**config.mk**
```make
export PLATFORM = sky130hd
export DESIGN_NAME = mlp_seq_ctrl_flat
export DESIGN_NICKNAME = d
export VERILOG_FILES = /design/src/rtl/mlp_seq_ctrl_if.sv /design/src/rtl/mlp_seq_ctrl.sv /design/src/flat_wrapper.sv
export SDC_FILE = /design/constraint.sdc
export NUM_CORES = 1
export LEC_CHECK = 0
export BUFFER_PORTS_ARGS = -buffer_cell sky130_fd_sc_hd__buf_2
export CAP_MARGIN = 25
export CORE_AREA = 2 2 150 152
export CTS_BUF_LIST = sky130_fd_sc_hd__clkbuf_2
export DETAILED_ROUTE_END_ITERATION = 8
export DIE_AREA = 0 0 152 154
export HOLD_SLACK_MARGIN = 0.15
export PLACE_DENSITY = 0.62
export SLEW_MARGIN = 30
export SYNTH_ARGS = -nofsm -noshare
export SYNTH_HDL_FRONTEND = slang
export SYNTH_SLANG_ARGS = --single-unit
```
**constraint.sdc**
```tcl
create_clock -name clk -period 8.2 [get_ports clk]
set_clock_uncertainty 0.1 [all_clocks]
set_input_delay 0 -clock clk [delete_from_list [all_inputs] [get_ports clk]]
set_output_delay 0 -clock clk [all_outputs]
set_load 0.01 [all_outputs]
```
**src/rtl/mlp_seq_ctrl_if.sv**
```systemverilog
// Handshake bundle between the MLP sequencer and its producer/consumer.
interface mlp_seq_ctrl_if;
    logic [15:0] inp;
    logic        in_valid;
    logic        in_ready;
    logic [1:0]  out;
    logic        out_valid;
    logic        out_ready;
    logic        busy;
    logic        sat_flag;

    modport master (
        output inp, in_valid, out_ready,
        input  in_ready, out, out_valid, busy, sat_flag
    );

    modport slave (
        input  inp, in_valid, out_ready,
        output in_ready, out, out_valid, busy, sat_flag
    );
endinterface

```
**src/rtl/mlp_seq_ctrl.sv**
```systemverilog
// Sequential 4-3-3 MLP classifier: one shared signed MAC, one product per cycle,
// ReLU/saturate hidden layer, ReLU output layer and argmax.
module mlp_seq_ctrl #(
    parameter logic [95:0] W0 = {8'hE0, 8'hFC, 8'h00, 8'hE0,
                                 8'hC0, 8'hC0, 8'h40, 8'h40,
                                 8'hC0, 8'hC0, 8'h40, 8'h40},
    parameter logic [47:0] B0 = {16'hFE00, 16'h0400, 16'h0010},
    parameter logic [71:0] W1 = {8'h20, 8'hC0, 8'h40,
                                 8'h00, 8'h40, 8'h10,
                                 8'h20, 8'h20, 8'hE0},
    parameter logic [47:0] B1 = {16'h1000, 16'hF000, 16'hF000}
) (
    input logic           clk,
    input logic           rst_n,
    mlp_seq_ctrl_if.slave bus
);
    localparam int unsigned XW = 4;
    localparam int unsigned HW = 8;
    localparam int unsigned OW = 17;
    localparam int unsigned AW = 18;
    localparam int unsigned WW = 8;
    localparam int unsigned BW = 16;
    localparam int unsigned PW = WW + HW + 1;

    typedef enum logic [2:0] {IDLE, L0, L1, ARG, DONE} state_t;

    state_t                state, state_nxt;
    logic [15:0]           x_q, x_nxt;
    logic signed [AW-1:0]  acc_q, acc_nxt;
    logic [2:0][HW-1:0]    h_q, h_nxt;
    logic [2:0][OW-1:0]    o_q, o_nxt;
    logic [1:0]            oc_q, oc_nxt;
    logic [1:0]            ic_q, ic_nxt;
    logic [1:0]            out_q, out_nxt;
    logic                  out_valid_q, out_valid_nxt;
    logic                  sat_q, sat_nxt;
    logic                  in_ready_q, in_ready_nxt;
    logic                  busy_q, busy_nxt;

    logic [3:0]            w_idx;
    logic signed [WW-1:0]  w_sel;
    logic signed [BW-1:0]  b_sel;
    logic signed [HW:0]    opnd;
    logic signed [PW-1:0]  prod;
    logic signed [AW-1:0]  sum;
    logic signed [AW-1:0]  sum_sh;
    logic [HW-1:0]         h_val;
    logic                  h_sat;
    logic [OW-1:0]         o_val;
    logic [1:0]            best;
    logic [OW-1:0]         best_val;

    // Operand selection for the shared MAC; oc is the outer (neuron) index, ic the inner one.
    always_comb begin
        if (state == L1) begin
            w_idx = 4'(3 * oc_q + ic_q);
            w_sel = W1[8*w_idx +: 8];
            b_sel = B1[16*oc_q +: 16];
            opnd  = {1'b0, h_q[ic_q]};
        end else begin
            w_idx = {oc_q, ic_q};
            w_sel = W0[8*w_idx +: 8];
            b_sel = B0[16*oc_q +: 16];
            opnd  = {5'b0, x_q[XW*ic_q +: XW]};
        end
        prod   = w_sel * opnd;
        sum    = ((ic_q == 2'd0) ? AW'(b_sel) : acc_q) + AW'(prod);
        sum_sh = sum >>> 4;
    end

    // Hidden activation: ReLU then clamp of the scaled sum; output activation: plain ReLU.
    always_comb begin
        h_sat = 1'b0;
        h_val = '0;
        if (!sum[AW-1]) begin
            if (sum_sh > AW'(255)) begin
                h_sat = 1'b1;
                h_val = 8'hFF;
            end else begin
                h_val = sum_sh[HW-1:0];
            end
        end
        o_val = sum[AW-1] ? '0 : sum[OW-1:0];
    end

    // Argmax with ties resolved toward the lowest index.
    always_comb begin
        best     = 2'd0;
        best_val = o_q[0];
        if (o_q[1] > best_val) begin
            best     = 2'd1;
            best_val = o_q[1];
        end
        if (o_q[2] > best_val) begin
            best     = 2'd2;
            best_val = o_q[2];
        end
    end

    // Next-state and next-register logic.
    always_comb begin
        state_nxt     = state;
        x_nxt         = x_q;
        acc_nxt       = acc_q;
        h_nxt         = h_q;
        o_nxt         = o_q;
        oc_nxt        = oc_q;
        ic_nxt        = ic_q;
        out_nxt       = out_q;
        out_valid_nxt = out_valid_q;
        sat_nxt       = sat_q;

        unique case (state)
            IDLE: begin
                if (bus.in_valid) begin
                    x_nxt     = bus.inp;
                    sat_nxt   = 1'b0;
                    oc_nxt    = 2'd0;
                    ic_nxt    = 2'd0;
                    state_nxt = L0;
                end
            end
            L0: begin
                acc_nxt = sum;
                if (ic_q == 2'd3) begin
                    h_nxt[oc_q] = h_val;
                    if (h_sat) sat_nxt = 1'b1;
                    ic_nxt = 2'd0;
                    if (oc_q == 2'd2) begin
                        oc_nxt    = 2'd0;
                        state_nxt = L1;
                    end else begin
                        oc_nxt = 2'(oc_q + 2'd1);
                    end
                end else begin
                    ic_nxt = 2'(ic_q + 2'd1);
                end
            end
            L1: begin
                acc_nxt = sum;
                if (ic_q == 2'd2) begin
                    o_nxt[oc_q] = o_val;
                    ic_nxt      = 2'd0;
                    if (oc_q == 2'd2) begin
                        oc_nxt    = 2'd0;
                        state_nxt = ARG;
                    end else begin
                        oc_nxt = 2'(oc_q + 2'd1);
                    end
                end else begin
                    ic_nxt = 2'(ic_q + 2'd1);
                end
            end
            ARG: begin
                out_nxt       = best;
                out_valid_nxt = 1'b1;
                state_nxt     = DONE;
            end
            DONE: begin
                if (bus.out_ready) begin
                    out_valid_nxt = 1'b0;
                    state_nxt     = IDLE;
                end
            end
            default: state_nxt = IDLE;
        endcase

        in_ready_nxt = (state_nxt == IDLE);
        busy_nxt     = (state_nxt == L0) || (state_nxt == L1) || (state_nxt == ARG);
    end

    // State and datapath registers.
    always_ff @(posedge clk or negedge rst_n) begin
        if (!rst_n) begin
            state       <= IDLE;
            x_q         <= '0;
            acc_q       <= '0;
            h_q         <= '0;
            o_q         <= '0;
            oc_q        <= '0;
            ic_q        <= '0;
            out_q       <= '0;
            out_valid_q <= 1'b0;
            sat_q       <= 1'b0;
            in_ready_q  <= 1'b1;
            busy_q      <= 1'b0;
        end else begin
            state       <= state_nxt;
            x_q         <= x_nxt;
            acc_q       <= acc_nxt;
            h_q         <= h_nxt;
            o_q         <= o_nxt;
            oc_q        <= oc_nxt;
            ic_q        <= ic_nxt;
            out_q       <= out_nxt;
            out_valid_q <= out_valid_nxt;
            sat_q       <= sat_nxt;
            in_ready_q  <= in_ready_nxt;
            busy_q      <= busy_nxt;
        end
    end

    assign bus.in_ready  = in_ready_q;
    assign bus.out       = out_q;
    assign bus.out_valid = out_valid_q;
    assign bus.busy      = busy_q;
    assign bus.sat_flag  = sat_q;
endmodule

```
**src/flat_wrapper.sv**
```systemverilog
// flat-port wrapper written by rule: the top's interface ports become plain ports
module mlp_seq_ctrl_flat 
#(
    parameter logic [95:0] W0 = {8'hE0, 8'hFC, 8'h00, 8'hE0,
                                 8'hC0, 8'hC0, 8'h40, 8'h40,
                                 8'hC0, 8'hC0, 8'h40, 8'h40},
    parameter logic [47:0] B0 = {16'hFE00, 16'h0400, 16'h0010},
    parameter logic [71:0] W1 = {8'h20, 8'hC0, 8'h40,
                                 8'h00, 8'h40, 8'h10,
                                 8'h20, 8'h20, 8'hE0},
    parameter logic [47:0] B1 = {16'h1000, 16'hF000, 16'hF000}
)
  (clk, rst_n, bus_inp, bus_in_valid, bus_out_ready, bus_in_ready, bus_out, bus_out_valid, bus_busy, bus_sat_flag);
  mlp_seq_ctrl_if bus_i ();
  input logic clk;
  input logic rst_n;
  input wire logic [$bits(bus_i.inp)-1:0] bus_inp;
  input wire logic [$bits(bus_i.in_valid)-1:0] bus_in_valid;
  input wire logic [$bits(bus_i.out_ready)-1:0] bus_out_ready;
  output wire logic [$bits(bus_i.in_ready)-1:0] bus_in_ready;
  output wire logic [$bits(bus_i.out)-1:0] bus_out;
  output wire logic [$bits(bus_i.out_valid)-1:0] bus_out_valid;
  output wire logic [$bits(bus_i.busy)-1:0] bus_busy;
  output wire logic [$bits(bus_i.sat_flag)-1:0] bus_sat_flag;
  assign bus_i.inp = bus_inp;
  assign bus_i.in_valid = bus_in_valid;
  assign bus_i.out_ready = bus_out_ready;
  assign bus_in_ready = bus_i.in_ready;
  assign bus_out = bus_i.out;
  assign bus_out_valid = bus_i.out_valid;
  assign bus_busy = bus_i.busy;
  assign bus_sat_flag = bus_i.sat_flag;
  mlp_seq_ctrl #(.W0(W0), .B0(B0), .W1(W1), .B1(B1)) u_core (.clk(clk), .rst_n(rst_n), .bus(bus_i));
endmodule
```
-- Yosys cells after proc, flatten, opt, wreduce, memory -nomap -nowiden
Cells that the tools add are included.
- register bits after elaboration: 122
- input bits: 20
- output and inout bits: 6
- logic and storage cells: 106
- $add $sub $neg: 4
- $mul: 2
- magnitude comparators: 6
- equal/unequal tests: 15
- shift-type cells: 5
- multiplexer cells: 41
- reduce and logical (&&, ||, !) cells: 17
- operators with widths (operator ; count):
    indexed part select 48 x 7 -> 16 bit, first input constant ; 2
    indexed part select 96 x 8 -> 8 bit, first input constant ; 1
    indexed part select 72 x 8 -> 8 bit, first input constant ; 1
    bitwise mux 51 bit ; 1
    two-way mux 17 bit ; 3
    two-way mux 8 bit ; 6
    demux 17 bit (select 2 bit) ; 1
    greater-than comparator 17 bit ; 2
    bitwise mux 24 bit ; 1
    adder 18 x 17 -> 18 bit ; 1
    two-way mux 18 bit ; 1
    two-way mux 3 bit ; 6
    multiplier 8 x 9 -> 17 bit ; 1
    binary-select mux 8 bit (select 2 bit) ; 1
    demux 8 bit (select 2 bit) ; 1
    two-way mux 16 bit ; 1
    indexed part select 16 x 5 -> 4 bit ; 1
    case mux 3 bit (5 select lines) ; 1
    greater-than comparator 14 x 9 -> 1 bit, second input constant ; 1
    two-way mux 2 bit ; 7
    == test 3 x 2 -> 1 bit, second input constant ; 4
    case mux 2 bit (3 select lines) ; 2
    AND reduction 2 bit ; 5
    AND reduction 4 bit ; 2
    19 further kinds ; 37

-- Longest topological paths before layout
Gate-level depths: netlist of the first run.
- word-level depth: 12
- depth in mapped cells: 31
- depth with buffers taken out: 27

-- Worst setup path before layout of the first run
OpenSTA, ideal clock, no wires.
- kind: register -> register
- start point: reg u_core.ic_q[1]
- end point: reg u_core.o_q[37] (netlist bit)
- setup time: 0.076 ns
- arrival time: 7.890 ns
- path slack: 0.134 ns
- cell stages (with the launch flop): 30
- buffers on the path: 4
- clock period less this slack: 8.066 ns
- cell sequence: dfrtp_1 clkbuf_1 buf_1 inv_1 fa_1 inv_1 ha_1 fa_1 nor3_1 nor2_1 o31ai_4 nand2_1 fa_1 fa_1 inv_1 fa_1 inv_1 fa_1 fa_1 inv_1 ha_1 a21oi_1 o22ai_1 o41a_1 a31o_2 xnor2_2 buf_6 buf_12 nand2_2 o21ai_2
- word-level cells in the longest chain between the ends: 7
- elaborated cells on any way between the ends: 16
- those cells by class: 2 x add/sub; 1 x mul; 1 x eq/ne; 3 x shift; 7 x mux; 2 x reduce/logical
- ends and longest elaborated chain (element ; RTL line ; RTL):
    start: declaration ; mlp_seq_ctrl.sv:33 ; logic [1:0] ic_q, ic_nxt;
    start signal: assignment ; mlp_seq_ctrl.sv:194 ; ic_q <= ic_nxt;
    adder 4 x 2 -> 4 bit / binary-select mux 8 bit (select 2 bit) (equally long branches) ; mlp_seq_ctrl.sv:56, mlp_seq_ctrl.sv:59 ;
    indexed part select 72 x 8 -> 8 bit / two-way mux 8 bit (equally long branches) ; mlp_seq_ctrl.sv:57, mlp_seq_ctrl.sv:59 ;
    two-way mux 8 bit ; mlp_seq_ctrl.sv:55 ; if (state == L1) begin
    multiplier 8 x 9 -> 17 bit ; mlp_seq_ctrl.sv:66 ; prod = w_sel * opnd;
    adder 18 x 17 -> 18 bit ; mlp_seq_ctrl.sv:67 ; sum = ((ic_q == 2'd0) ? AW'(b_sel) : acc_q) + AW'(prod);
    two-way mux 17 bit ; mlp_seq_ctrl.sv:83 ; o_val = sum[AW-1] ? '0 : sum[OW-1:0];
    bitwise mux 51 bit ; mlp_seq_ctrl.sv:142 ; o_nxt[oc_q] = o_val;
    end signal: assignment ; mlp_seq_ctrl.sv:192 ; o_q <= o_nxt;
    end: declaration ; mlp_seq_ctrl.sv:31 ; logic [2:0][OW-1:0] o_q, o_nxt;
Parallel ways exist; a longest one is shown, timed or not. The select of a mux whose other input is x is not followed.
A chain may end at the register's enable or synchronous reset.

-- Worst setup path in the final report of the first run
- start point: reg u_core.ic_q[1]
- end point: reg u_core.h_q[16] (netlist bit)
- word-level cells in the longest chain between the ends: 9
- elaborated cells on any way between the ends: 18
- those cells by class: 2 x add/sub; 1 x mul; 1 x order compare; 1 x eq/ne; 3 x shift; 8 x mux; 2 x reduce/logical
- ends and longest elaborated chain (element ; RTL line ; RTL):
    adder 4 x 2 -> 4 bit / binary-select mux 8 bit (select 2 bit) (equally long branches) ; mlp_seq_ctrl.sv:56, mlp_seq_ctrl.sv:59 ;
    indexed part select 72 x 8 -> 8 bit / two-way mux 8 bit (equally long branches) ; mlp_seq_ctrl.sv:57, mlp_seq_ctrl.sv:59 ;
    two-way mux 8 bit ; mlp_seq_ctrl.sv:55 ;
    multiplier 8 x 9 -> 17 bit ; mlp_seq_ctrl.sv:66 ;
    adder 18 x 17 -> 18 bit ; mlp_seq_ctrl.sv:67 ;
    greater-than comparator 14 x 9 -> 1 bit ; mlp_seq_ctrl.sv:76 ; if (sum_sh > AW'(255)) begin
    two-way mux 8 bit ; mlp_seq_ctrl.sv:76 ;
    two-way mux 8 bit ; mlp_seq_ctrl.sv:75 ; if (!sum[AW-1]) begin
    bitwise mux 24 bit ; mlp_seq_ctrl.sv:126 ; h_nxt[oc_q] = h_val;
    end signal: assignment ; mlp_seq_ctrl.sv:191 ; h_q <= h_nxt;
    end: declaration ; mlp_seq_ctrl.sv:30 ; logic [2:0][HW-1:0] h_q, h_nxt;
Parallel ways exist; a longest one is shown, timed or not. The select of a mux whose other input is x is not followed.

==> impl_metrics.toml, run 1 <==
[run]
max_cap_viol_count = 0

[clocking]
cts_buffers = 17
htree_levels = 4
clock_latency_ns = 0.69
ctsRootBufferMaster = "clkbuf_2"
cts_sinks = 122
path_clk_slew_ns = 0.19
tritoncts = "yes"
clock_path_buffers = 2

[floorplan]
die_h_microns = 154
start_util = 0.398
core_area_sq_um = 21700
die_area_sq_um = 23400
ioPinCount = 26
die_x_microns = 152
row_count = 54

[setup_path]
end_kind = "flop"
worst-path-stages = 26
cp_data_required_time_ns = 8.67
r2r_end = "u_core.h_q[16]"
crit_family = "adder cells"
critPathKind = "flop to flop"
crit_slowest_cell = "or4_1"
path_buf_inv = 6
r2r_setup_slack_ns = 0.36
critPathMaxFanout = 8
max_stage_delay_ns = 0.69
worst-r2r-cell-count = 26
arrival_ns = 8.30
crit_path_start_kind = "flop"
crit_top_cell = "fa_1"
r2r-start = "u_core.ic_q[1]"

[synthesis]
ys.flop_type = "dfrtp_1"
yosys.area.top_type_share = 0.351
netlist_instances = 876
synth_edf_count = 0
syn_area_sq_um = 8630
syn_avg_cell_area_sq_um = 9.86
synth_cell_type_count = 72
ys_ff_latch = 122
seq_area_frac_synth = 0.354
synthArstFlopShare = 1.00
synth_area_leader_cell = "dfrtp_1"
yosys_warnings = 0
synth_area_leaders = "dfrtp_1 (35%), ha_1 (14%), fa_1 (9.0%)"

[routing]
first_pass_iters = 5
vias = 6569
drt_wl_total_microns = 21200
wl_per_cell_microns = 16.8
route.detailed.drc = 0
drt_iter0_drc = 418
drt-vias-per-instance = 5.21
detail-route-antenna-nets = 0

[place]
io_buffers = 25
placed_cells = 1175
post-dp-hpwl_microns = 15200
place_area_sq_um = 9140
place.gp.congestion = 0.901

[min_path]
hp-class = "input port to async pin"

[finish]
area_delta_synth_final_pct = 14.9
instances_no_fill = 1262
final_area_sq_um = 9920
final_cell_mix = "dfrtp_1 (121), nand2_1 (119), ha_1 (98)"
nets = 1127
drive_gt1_frac = 0.138
final_common_cell = "dfrtp_1"

[global_routing]
grt_use_total = 0.191
grt_pass1_wl_microns = 35600
grt_overflow = 0
grt_max_degree = 67
grt_antenna_before_repair = 1
grt_pass1_vias = 6804

[sta]
rsz0062_at_grt = "yes"
setup_violations = 0
fin_crit_sh = 0.955
fin_crit_ns = 7.84
hold_viol_final = 0
clock.fmax_ghz = 0.128
slew_viol_final = 0
whs_ns = 0.265
slew_headroom = 0.474
tightest_slew_ns = 0.787

[run_status]
status = "complete, no violations"
## Yosys cell counts (all sizes together), types with 11 or more instances
cell and instances:
mux2i 22, dfrtp 121, a22o 17, inv 76
mux2 22, o21ai 91, nand4 11, ha 99
clkbuf 22, a21oi 32, fa 39, nand2 127
nor2 48, nor2b 17, nand3 12
## stage by stage
stage / utilization / setup slack, ns / TNS (ns)
2_1_floorplan: - / 0.134 / 0
3_3_place_gp: 0.421 / 0.283 / 0
3_5_place_dp: 0.421 / 0.253 / 0
4_1_cts: 0.454 / 0.188 / 0
5_1_grt: 0.457 / -0.0494 / -0.336
6_report: 0.457 / 0.365 / 0
## what timing repair did
action / CTS / global route
resized for setup: 0 / 10
hold endpoints to repair: 146 / 0
hold buffers: 54 / 0
endpoints found under the setup margin: 0 / 51
setup buffers: 0 / 1
## worst max-delay path by stage
stage	startpoint	to	slack [ns]
finish	u_core.ic_q[1]	u_core.h_q[16]	0.36
global route	u_core.ic_q[1]	u_core.h_q[10]	-0.05
CTS	u_core.ic_q[1]	u_core.h_q[21]	0.19
detailed placement	u_core.ic_q[1]	u_core.h_q[21]	0.25
global placement	u_core.ic_q[1]	u_core.h_q[5]	0.28
floorplan	u_core.ic_q[1]	u_core.o_q[37]	0.13
## worst reg2reg max path, cell delays in order (launching register included)
cell	delay, ns
dfrtp_1	0.39
inv_1	0.11
fa_1	0.55
inv_1	0.04
ha_1	0.20
fa_1	0.51
nor3_1	0.23
nor2_1	0.09
o31ai_4	0.24
buf_4	0.19
inv_4	0.07
a21oi_1	0.19
fa_1	0.45
fa_1	0.54
inv_1	0.05
fa_1	0.50
fa_1	0.54
inv_1	0.04
ha_1	0.28
ha_1	0.38
a21oi_2	0.21
o21ai_0	0.16
or2_0	0.24
o211a_1	0.27
or4_1	0.69
nor4_2	0.31
o21ai_0	0.14
## sequential cells by signal, indices dropped and copies added (netlist names), 2 cells and up
name,cells
u_core.h_q,24
u_core.acc_q,18
u_core.state,3
u_core.x_q,16
u_core.ic_q,2
u_core.bus.out,2
u_core.o_q,51
u_core.oc_q,2
## cells by family after synthesis
group / after synthesis / share of synthesized area
adders and majority gates: 138 / 0.234
other: 1 / 0.000434
muxes: 48 / 0.0646
xor gates and xnor gates: 14 / 0.0168
AOI/OAI and AO/OA: 186 / 0.136
buffers and inverters: 105 / 0.0493
DFF: 122 / 0.354
and+or+nand+nor: 262 / 0.145
## routing by layer
metal / up-vias / GRT usage / wire length (microns)
li1: 3206 / - / -
met1: 3183 / 0.262 / 9970
met2: 155 / 0.310 / 10000
met3: 25 / 0.0299 / 821
met4: 0 / 0.0614 / 340
met5: - / 0 / 0
## cell type report
| cell class | instances | area (sq um) |
|---|---|---|
| Antenna cell | 1 | 2.50 |
| Clock buffer | 20 | 100 |
| Clock inverter | 11 | 57.6 |
| Fill cell | 2030 | 11800 |
| Inverter | 76 | 288 |
| Multi-Input combinational cell | 656 | 5240 |
| Sequential cell | 122 | 3050 |
| Tap cell | 280 | 350 |
| Timing Repair Buffer | 96 | 825 |
Power of run 1 is left out: the tool's default activity adds up to more than one toggle a clock period on the data nets, which glitch-free logic cannot reach.
==> run 2, diff against run 1 <==
--- a/config.mk
+++ b/config.mk
@@ -5,14 +5,14 @@
 export SDC_FILE = /design/constraint.sdc
 export NUM_CORES = 1
 export LEC_CHECK = 0
-export BUFFER_PORTS_ARGS = -buffer_cell sky130_fd_sc_hd__buf_2
+export BUFFER_PORTS_ARGS = -buffer_cell sky130_fd_sc_hd__buf_4
 export CAP_MARGIN = 25
-export CORE_AREA = 2 2 150 152
+export CORE_AREA = 2 2 129 131
 export CTS_BUF_LIST = sky130_fd_sc_hd__clkbuf_2
 export DETAILED_ROUTE_END_ITERATION = 8
-export DIE_AREA = 0 0 152 154
+export DIE_AREA = 0 0 131 133
 export HOLD_SLACK_MARGIN = 0.15
-export PLACE_DENSITY = 0.62
+export PLACE_DENSITY = 0.78
 export SLEW_MARGIN = 30
 export SYNTH_ARGS = -nofsm -noshare
 export SYNTH_HDL_FRONTEND = slang
==> run 2 against run 1 <==
- sequential share of layout area down 0.47 points
- first-iteration DRC count up 14%
- non-clock buffer count up 5
- register-to-register slack better by 0.02 ns
- utilization up 17 points
- critical path depth unchanged
- die area down 26%
- cell count down 4.4%
- highest routed layer unchanged
==> impl_metrics.toml, run 2 (synthesized netlist as in run 1, its figures left out) <==
[place]
place.gp.congestion = 0.873
post-dp-hpwl_microns = 14500
io_buffers = 25

[finish]
regMostFlops = "u_core.o_q"
fillers = 1309
top_regs = "u_core.o_q: 51 flops, u_core.h_q: 24 flops, u_core.acc_q: 18 flops"
final_cell_mix = "dfrtp_1 (121), nand2_1 (119), ha_1 (98)"
n_antenna_cell = 0
drive_gt1_frac = 0.147
nets = 1132
final_common_cell = "dfrtp_1"
area_delta_synth_final_pct = 16.7
largest_reg_flops = 51

[setup_path]
end_kind = "flop"
arrival_ns = 8.37
path_buf_inv = 6
cp_data_required_time_ns = 8.75
r2r-start = "u_core.ic_q[1]"
critPathKind = "flop to flop"
crit_family = "adder cells"
critPathMaxFanout = 18
crit_path_start_kind = "flop"
max_stage_delay_ns = 0.61
crit_slowest_cell = "fa_1"
r2r_end = "u_core.o_q[27]"
crit_top_cell = "fa_1"
r2r_setup_slack_ns = 0.38
worst-r2r-cell-count = 26

[global_routing]
grt_pass1_vias = 6748
grt_overflow = 0
grt_pass1_wl_microns = 34800
grt_antenna_before_repair = 0
grt_use_total = 0.262
grt_max_degree = 65

[min_path]
hp-class = "input port to async pin"

[routing]
detail-route-antenna-nets = 0
drt-vias-per-instance = 5.54
wl_per_cell_microns = 17.5
route.detailed.drc = 0
drt_wl_total_microns = 21100
vias = 6689
drt_iter0_drc = 475
first_pass_iters = 5

[sta]
tightest_slew_ns = 0.975
fin_crit_ns = 7.82
slew_viol_final = 0
fin_crit_sh = 0.953
setup_violations = 0
setup_tns_ns = 0
clock.fmax_ghz = 0.128
slew_headroom = 0.350
hold_viol_final = 0

[clocking]
cts_buffers = 17
htree_levels = 4
clock_latency_ns = 0.76
ctsRootBufferMaster = "clkbuf_2"
tritoncts = "yes"
cts_sinks = 122
path_clk_slew_ns = 0.21
clock_path_buffers = 2

[floorplan]
row_count = 47
die_x_microns = 131
die_h_microns = 133
core_area_sq_um = 16200
start_util = 0.534
die_area_sq_um = 17400
ioPinCount = 26

[run]
max_cap_viol_count = 0

[run_status]
status = "complete, no violations"
[run 2: changes by cell type in the layout (fill, tap and decap cells not counted), moves of 2 or more]
cell | previous run | this run
clkinv_1 | 4 | 2
nor4_2 | 4 | 0
nor4_4 | 0 | 3
inv_6 | 0 | 6
bufinv_16 | 0 | 2
clkbuf_2 | 20 | 17
buf_2 | 24 | 0
clkinv_2 | 4 | 1
buf_4 | 16 | 46
[run 2: how the worst max path moves through the flow]
| stage | startpoint | endpoint | slack (ns) | cells past startpoint |
|---|---|---|---|---|
| global placement | u_core.ic_q[1] | u_core.o_q[10] | 0.54 | 26 |
| global route | u_core.ic_q[1] | u_core.o_q[27] | -0.001 | 26 |
| finish | u_core.ic_q[1] | u_core.o_q[27] | 0.38 | 26 |
| floorplan | u_core.ic_q[1] | u_core.o_q[37] | 0.13 | 29 |
| detailed placement | u_core.ic_q[1] | u_core.o_q[27] | 0.30 | 26 |
| CTS | u_core.ic_q[1] | u_core.o_q[27] | 0.20 | 26 |
[run 2: area by class of cell]
cell class / instances / area [sq um] / share of cell area
Clock buffer: 17 / 85.1 / 0.00845
Clock inverter: 15 / 160 / 0.0159
Inverter: 76 / 288 / 0.0286
Multi-Input combinational cell: 656 / 5290 / 0.525
Sequential cell: 122 / 3050 / 0.303
Tap cell: 220 / 275 / 0.0273
Timing Repair Buffer: 101 / 923 / 0.0917
[run 2: layer usage]
layer	up-vias	global-route usage	routed length [microns]
met5	-	0	0
li1	3216	-	-
met4	0	0.108	648
met2	197	0.423	10200
met1	3226	0.343	9220
met3	50	0.0558	1060
[run 2: worst reg2reg max path, delay by kind of cell, from the launching register on]
kind | cells | cell delay [ns]
AO/OA/AOI/OAI | 6 | 1.44
AND/OR/NAND/NOR | 4 | 0.65
buffers and inverters | 6 | 0.55
flip-flops | 1 | 0.42
adder cells (fa/ha/maj) | 9 | 4.36
XOR/XNOR | 1 | 0.22
[run 2: metrics by stage]
step / hold slack, ns / std cells / cell area (sq um) / util / setup slack [ns]
floorplan: -0.396 / 883 / 8660 / - / 0.134
global placement: 0.00522 / 1119 / 9160 / 0.567 / 0.537
detailed placement: 0.0150 / 1119 / 9170 / 0.567 / 0.302
CTS: 0.168 / 1205 / 9970 / 0.616 / 0.203
global route: 0.227 / 1207 / 10100 / 0.623 / -0.00124
finish: 0.204 / 1207 / 10100 / 0.623 / 0.382
[run 2: what timing repair did]
item,in CTS,in global routing
setup buffers,0,2
hold endpoints to repair,148,0
hold buffers,54,0
setup endpoints to repair,0,75
resized for setup,0,13
Power of run 2 is left out for the same reason.
==> run 3, diff against run 2 <==
--- a/config.mk
+++ b/config.mk
@@ -13,6 +13,7 @@
 export DIE_AREA = 0 0 131 133
 export HOLD_SLACK_MARGIN = 0.15
 export PLACE_DENSITY = 0.78
+export REMOVE_ABC_BUFFERS = 1
 export SLEW_MARGIN = 30
 export SYNTH_ARGS = -nofsm -noshare
 export SYNTH_HDL_FRONTEND = slang
==> run 3 against run 2 <==
- non-clock buffer count shrank 1
- global-route usage grew 0.15 points
- critical path type unchanged
- cell count shrank 0.41%
- worst hold slack gained 0.030 ns
- register-to-register slack lost 0.07 ns
- flip-flop and latch count is the same
- sequential share of layout area grew 0.20 points
- critical path depth shrank 2
- fmax shrank 0.88%
- wire length grew 1.9%
- via count grew 2.8%
==> impl_metrics.toml, run 3 (synthesized netlist as in run 1, its figures left out) <==
[sta]
setup_ws_ns = 0.312
fin_crit_sh = 0.962
hold_viol_final = 0
setup_violations = 0
clock.fmax_ghz = 0.127
slew_viol_final = 0
slew_headroom = 0.317
fin_crit_ns = 7.89
tightest_slew_ns = 1.02

[setup_path]
r2r_end = "u_core.h_q[1]"
worst-r2r-cell-count = 24
max_stage_delay_ns = 0.82
path_buf_inv = 5
r2r-start = "u_core.ic_q[1]"
end_kind = "flop"
crit_path_start_kind = "flop"
crit_top_cell = "fa_1"
crit_family = "adder cells"
arrival_ns = 8.42
crit_slowest_cell = "xor2_1"
cp_data_required_time_ns = 8.73
path_cells = "inv_1 > fa_1 > inv_1 > ha_1 > fa_2 > and3_1 > nor2_1 > o31ai_4 > nand2_1 > fa_1 > fa_1 > inv_1 > fa_1 > inv_1 > fa_1 > fa_1 > inv_1 > ha_1 > a21oi_2 > o22ai_1 > o41a_1 > xor2_1 > nor4_4 > o21ai_0"
r2r_setup_slack_ns = 0.31
critPathKind = "flop to flop"
critPathMaxFanout = 5

[floorplan]
row_count = 47
ioPinCount = 26
die_x_microns = 131
die_area_sq_um = 17400
start_util = 0.534
die_h_microns = 133
core_area_sq_um = 16200

[routing]
detail-route-antenna-nets = 0
drt_wl_total_microns = 21500
route.detailed.drc = 0
wl_per_cell_microns = 17.9
drt-vias-per-instance = 5.72
first_pass_iters = 5
drt_iter0_drc = 520
vias = 6874

[place]
pre_cts_ws_ns = 0.0815
post-dp-hpwl_microns = 14900
place.gp.congestion = 0.895
io_buffers = 25

[finish]
regMostFlops = "u_core.o_q"
n_antenna_cell = 0
area_delta_synth_final_pct = 15.9
largest_reg_flops = 51
final_common_cell = "dfrtp_1"
top_regs = "u_core.o_q: 51 flops, u_core.h_q: 24 flops, u_core.acc_q: 18 flops"
drive_gt1_frac = 0.145
nets = 1131
final_cell_mix = "dfrtp_1 (121), nand2_1 (119), ha_1 (98)"
fillers = 1329

[clocking]
clock_path_buffers = 2
cts_sinks = 122
htree_levels = 4
tritoncts = "yes"
clock_latency_ns = 0.72
cts_buffers = 17
ctsRootBufferMaster = "clkbuf_2"
path_clk_slew_ns = 0.18

[global_routing]
grt_pass1_wl_microns = 35300
grt_max_degree = 72
grt_use_total = 0.264
grt_antenna_before_repair = 1
grt_overflow = 0
grt_pass1_vias = 7058

[min_path]
min_from = "bus_in_valid"
hold_end = "u_core.bus.sat_flag"
hp-class = "input port to flop"
worstHoldPathCells = 4

[run_status]
status = "complete, no violations"

[run]
max_cap_viol_count = 0
run 3: layout make-up:
cell class | instances | area (sq um) | share of cell area
Timing Repair Buffer | 100 | 937 | 0.0937
Multi-Input combinational cell | 656 | 5320 | 0.531
Inverter | 76 | 288 | 0.0288
Clock buffer | 20 | 100 | 0.0100
Tap cell | 220 | 275 | 0.0275
Clock inverter | 8 | 33.8 | 0.00338
Sequential cell | 122 | 3050 | 0.305
run 3: stage by stage:
stage          cell area, sq um   util  hold slack [ns]  cells  TNS (ns)
2_1_floorplan              8520      -           -0.396    854     -2.20
5_1_grt                   10000  0.619            0.222   1202   -0.0770
6_report                  10000  0.619            0.233   1202         0
4_1_cts                    9830  0.608            0.212   1199         0
3_5_place_dp               9140  0.565          -0.0260   1117         0
3_3_place_gp               9140  0.565          -0.0231   1117         0
run 3: how the worst max path moves through the flow:
stage                              start              to  slack, ns  depth (start not counted)
after floorplan           u_core.ic_q[1]  u_core.o_q[46]       -0.1                         25
after global placement    u_core.ic_q[1]   u_core.h_q[9]       0.18                         25
after detailed placement  u_core.ic_q[1]   u_core.h_q[1]       0.08                         25
after CTS                 u_core.ic_q[1]   u_core.h_q[1]       0.07                         25
after global routing      u_core.ic_q[1]   u_core.h_q[1]      -0.02                         24
final                     u_core.ic_q[1]   u_core.h_q[1]       0.31                         24
run 3: worst min-delay path: cells and delay by family:
family | cells | cell delay (ns)
AO/OA/AOI/OAI | 1 | 0.14
buffers and inverters | 2 | 0.68
AND/OR/NAND/NOR | 1 | 0.18
run 3: repair_timing:
item	in CTS	in global routing
setup buffers	0	2
hold buffers	54	0
resized for setup	0	24
hold endpoints to repair	148	0
endpoints found under the setup margin	0	49
run 3: per-layer routing:
metal,vias to the layer above,share of wire,GRT usage
li1,3201,-,-
met4,0,0.036,0.108
met3,55,0.063,0.0437
met5,-,0,0
met2,244,0.48,0.420
met1,3374,0.42,0.358
Power of run 3 is left out for the same reason.
